[config.mk]
export PLATFORM = sky130hd
export DESIGN_NAME = alu_op_sequencer
export DESIGN_NICKNAME = d
export VERILOG_FILES = /design/src/rtl/alu_op_sequencer.sv
export SDC_FILE = /design/constraint.sdc
export NUM_CORES = 1
export LEC_CHECK = 0
export CORE_UTILIZATION = 43
export DETAILED_ROUTE_END_ITERATION = 6
export PLACE_DENSITY_LB_ADDON = 0.1
export SYNTH_ARGS = -nofsm -noshare
export SYNTH_HDL_FRONTEND = slang
export SYNTH_SLANG_ARGS = --single-unit
[constraint.sdc]
create_clock -name clk -period 1.6 [get_ports clk]
set_input_delay 0.32 -clock clk [delete_from_list [all_inputs] [get_ports clk]]
set_output_delay 0.32 -clock clk [all_outputs]
set_load 0.05 [all_outputs]
[src/rtl/alu_op_sequencer.sv]
// Drives operand/opcode codes into a combinational ALU, captures each result and
// streams it downstream; sweep mode folds every accepted result into a signature.
module alu_op_sequencer #(
  parameter int AW = 3,
  parameter int SW = 2,
  parameter int RW = 6
) (
  input  logic                clk,
  input  logic                rst,
  input  logic                start,
  input  logic                mode,
  input  logic                abort,
  input  logic [AW-1:0]       op_a,
  input  logic [AW-1:0]       op_b,
  input  logic [SW-1:0]       op_sel,
  output logic [AW-1:0]       alu_a,
  output logic [AW-1:0]       alu_b,
  output logic [SW-1:0]       alu_sel,
  input  logic [RW-1:0]       alu_res,
  output logic                out_valid,
  input  logic                out_ready,
  output logic [RW-1:0]       out_data,
  output logic [2*AW+SW-1:0]  out_idx,
  output logic                busy,
  output logic                done,
  output logic [RW-1:0]       sig,
  output logic [2:0]          state_dbg
);

  localparam int IW = 2*AW+SW;
  localparam logic [IW-1:0] LAST_IDX = '1;

  // Stream handshake: a result transfers on a rising edge where out_valid and
  // out_ready are both high; out_valid/out_data/out_idx hold until then.
  typedef enum logic [2:0] {IDLE, DRIVE, SAMPLE, OUT, DONE} state_t;

  state_t        state;
  logic [IW-1:0] idx;
  logic          single;

  assign busy      = (state != IDLE);
  assign done      = (state == DONE);
  assign state_dbg = state;

  always_ff @(posedge clk) begin
    if (rst) begin
      state     <= IDLE;
      idx       <= '0;
      single    <= 1'b0;
      alu_a     <= '0;
      alu_b     <= '0;
      alu_sel   <= '0;
      out_data  <= '0;
      out_idx   <= '0;
      out_valid <= 1'b0;
      sig       <= '0;
    end else if (abort && state != IDLE) begin
      // Abort wins over a same-cycle handshake, so nothing is folded into sig.
      state     <= IDLE;
      out_valid <= 1'b0;
    end else begin
      case (state)
        IDLE: begin
          if (start) begin
            idx    <= mode ? {op_sel, op_b, op_a} : '0;
            single <= mode;
            sig    <= '0;
            state  <= DRIVE;
          end
        end
        DRIVE: begin
          {alu_sel, alu_b, alu_a} <= idx;
          state                   <= SAMPLE;
        end
        SAMPLE: begin
          out_data  <= alu_res;
          out_idx   <= idx;
          out_valid <= 1'b1;
          state     <= OUT;
        end
        OUT: begin
          if (out_ready) begin
            sig       <= {sig[RW-2:0], sig[RW-1]} ^ out_data;
            out_valid <= 1'b0;
            // The terminal index ends the run, so idx never wraps.
            if (single || idx == LAST_IDX) begin
              state <= DONE;
            end else begin
              idx   <= idx + IW'(1);
              state <= DRIVE;
            end
          end
        end
        DONE:    state <= IDLE;
        default: state <= IDLE;
      endcase
    end
  end

endmodule
==> results.yml <==
run_status:
  status: "completed"
clock_tree:
  cts_setup_buffers: 0
  clock_latency_ps: 300
  cts_tree: "yes"
  htreeDepth: 2
  cts_max_path_buffers: 2
  cts_root_buffer: "clkbuf_8"
  clkTransAtPathRegs_ps: 90
  cts.repair.resized: 0
  numCtsBuffers: 5
  postCtsHoldBufs: 0
  clock_sinks: 41
critical_path:
  worstPathRequired_ps: 1280
  reg2reg_from: "state_dbg[1]"
  crit_slowest_cell: "dfxtp_4"
  cp_top_family: "flip-flops"
  path_buf_inv: 2
  crit_path_max_incr_delay_ps: 410
  start_kind: "flip-flop"
  crit_chain: "buf_4 > nor3_4 > buf_12"
  startpoint: "state_dbg[1]"
  path_class: "flip-flop to output port"
  crit_arrival_ps: 1250
  crit_fanout: 12
  end_kind: "output port"
logic_synthesis:
  synthDistinctLibCells: 48
  synth_area_per_cell_um2: 8.258
  synth.top_cells.by_area: "dfxtp_1 42%, nand2_1 11%, a21oi_1 7.0%"
  syn_inst: 235
  synth_nets: 256
  synthTopCellsByCount: "55 x nand2_1, 41 x dfxtp_1, 27 x a21oi_1"
  netlist_area_um2: 1941
  synth_top_cell_by_area: "dfxtp_1"
  synth_edf_count: 0
  yosys_warnings: 0
  synth_flop_cell: "dfxtp_1"
  netlist.area_leader.share_pct: 42.30
  yosysMostFrequentCell: "nand2_1"
  synth_async_sr_flop_share_pct: 0
  synth-seq-cells: 41
  seq_area_frac_synth_pct: 42.30
sta:
  fin_crit_sh_pct: 98.08
  layout_min_cycle_time_ps: 1569
  fin_skew_ps: 11.94
  setup-tns-final_ps: 0
  setup_viol: 0
  relSlewSlack_pct: 74.87
  final-max-slew-violation-count: 0
  hold_ws_ps: 458.8
  hold_violations: 0
  max_clock_freq_mhz: 637.2
  tightestPinTransition_ps: 375.9
floorplan:
  die_h_um: 69.18
  die-area_um2: 4786
  pin_count: 54
  start_util_pct: 44.57
  rows: 24
  core_area_um2: 4354
  die_w_um: 69.18
final_layout:
  finalNetCount: 330
  drive_above_1_share_pct: 29.35
  areaGrowthSynthToFinish_pct: 48.74
  final_core_util_pct: 66.29
  final_cell_area_um2: 2887
  diodes: 0
worst_hold_path:
  hold_path.startpoint: "alu_sel[1]"
  worstHoldPathType: "flip-flop to flip-flop"
power:
  sw_frac_of_total_pct: 27.99
  clockPowerShare_pct: 35.3
  p_seq_share_pct: 45.4
  power_density_nw_per_um2: 832.8
  vdd_ir_drop_max_v: 0.0003706
  internal_power_mw: 1.731
  p_sw_mw: 0.6729
  comb_power_share_pct: 19.3
  total_leakage_power_nw: 1.185
global_routing:
  antenna_found_initial: 0
  gr-total-overflow: 0
  grt_pass1_vias: 1848
  grt_use_total_pct: 22.91
  grt_first_pass_wirelength_mm: 8.880
  grt_start_max_net_pins: 19
detailed_routing:
  route.detailed.drc: 0
  routedWlPerCell_um: 14.59
  drt_first_pass_iters: 4
  via_count: 1966
  vias_per_cell: 5.431
  ant_nets: 0
  drt-initial-drc-count: 142
  drt-total-wl_mm: 5.283
place:
  placed_cell_area_um2: 2731
  gp_congestion: 0.8587
  port_buffers: 53
  dpl.hpwl_mm: 3.802
flow_run:
  cap_violations: 0
[sequential cells by signal, summed over array words and instances, names as in the netlist]
| register | cells |
|---|---|
| alu_a | 3 |
| alu_b | 3 |
| alu_sel | 2 |
| idx | 8 |
| out_data | 6 |
| out_idx | 8 |
| out_valid | 1 |
| sig | 6 |
| single | 1 |
| state_dbg | 3 |
[kinds of logic after synthesis]
kind of cell | Yosys count | synth area share, %
DFF | 41 | 42.30
and+or+nand+nor | 103 | 26.76
muxes | 2 | 1.096
xor gates and xnor gates | 6 | 2.708
adders and majority gates | 1 | 0.6446
buffers and inverters | 20 | 5.286
AOI/OAI and AO/OA | 62 | 21.21
[final timing paths]
path / to / slack [ps] / cells after the start
hold / removal: alu_sel[1] / 460 / 2
setup reg to reg: idx[1] / 100 / 3
hold reg to reg: alu_sel[1] / 460 / 2
setup / recovery: done / 30 / 3
[worst min-delay path, cell delays in order (launching register included)]
cell,delay (ps)
dfxtp_1,320
nand2_1,50
a21oi_1,50
[stage by stage]
| stage | cells | setup WS (ps) | total power, mW |
|---|---|---|---|
| floorplan | 235 | 8.409 | 1.361 |
| global placement | 354 | -244.7 | 1.567 |
| detailed placement | 354 | -276.9 | 1.570 |
| CTS | 362 | 12.31 | 2.404 |
| global route | 362 | -4.924 | 2.508 |
| finish | 362 | 30.69 | 2.404 |
[routing by layer]
layer	wire length [um]	global-route usage, %	part of all wire [%]
met1	2424	29.73	46
met2	2560	38.30	48
met3	227	3.343	4.3
met4	70	8.844	1.3
met5	0	0	0
[power by group through the flow]
stage | logic, mW | clock network (mW) | registers [mW]
3_3_place_gp | 0.451 | 0 | 1.12
3_5_place_dp | 0.455 | 0 | 1.12
4_1_cts | 0.457 | 0.856 | 1.09
5_1_grt | 0.499 | 0.914 | 1.10
2_1_floorplan | 0.208 | 0 | 1.15
6_report | 0.465 | 0.848 | 1.09
[cell type report]
type	count	area (um2)
inverters	4	15.01
fillers	365	1468
clock inverters	3	46.29
repair buffers	83	787.0
clock buffers	5	68.82
well taps	52	65.06
flip-flops and latches	41	832.0
multi-input cells	174	1072
[cells in the final DEF (no fill, tap or decap), types with 2 or more instances in the layout]
cell / count
nand2_1: 54
buf_4: 54
dfxtp_1: 38
a21oi_1: 27
clkdlybuf4s50_1: 19
nor2_1: 12
buf_12: 9
nand3_1: 7
a211oi_1: 7
xor2_1: 6
a22oi_1: 6
a31oi_1: 5
and3_1: 5
o32ai_1: 5
clkbuf_8: 5
inv_1: 3
or3_1: 3
dfxtp_4: 3
o21ai_0: 2
nand4_1: 2
nor4_2: 2
Note: power is estimated with default switching activity, not from simulation.
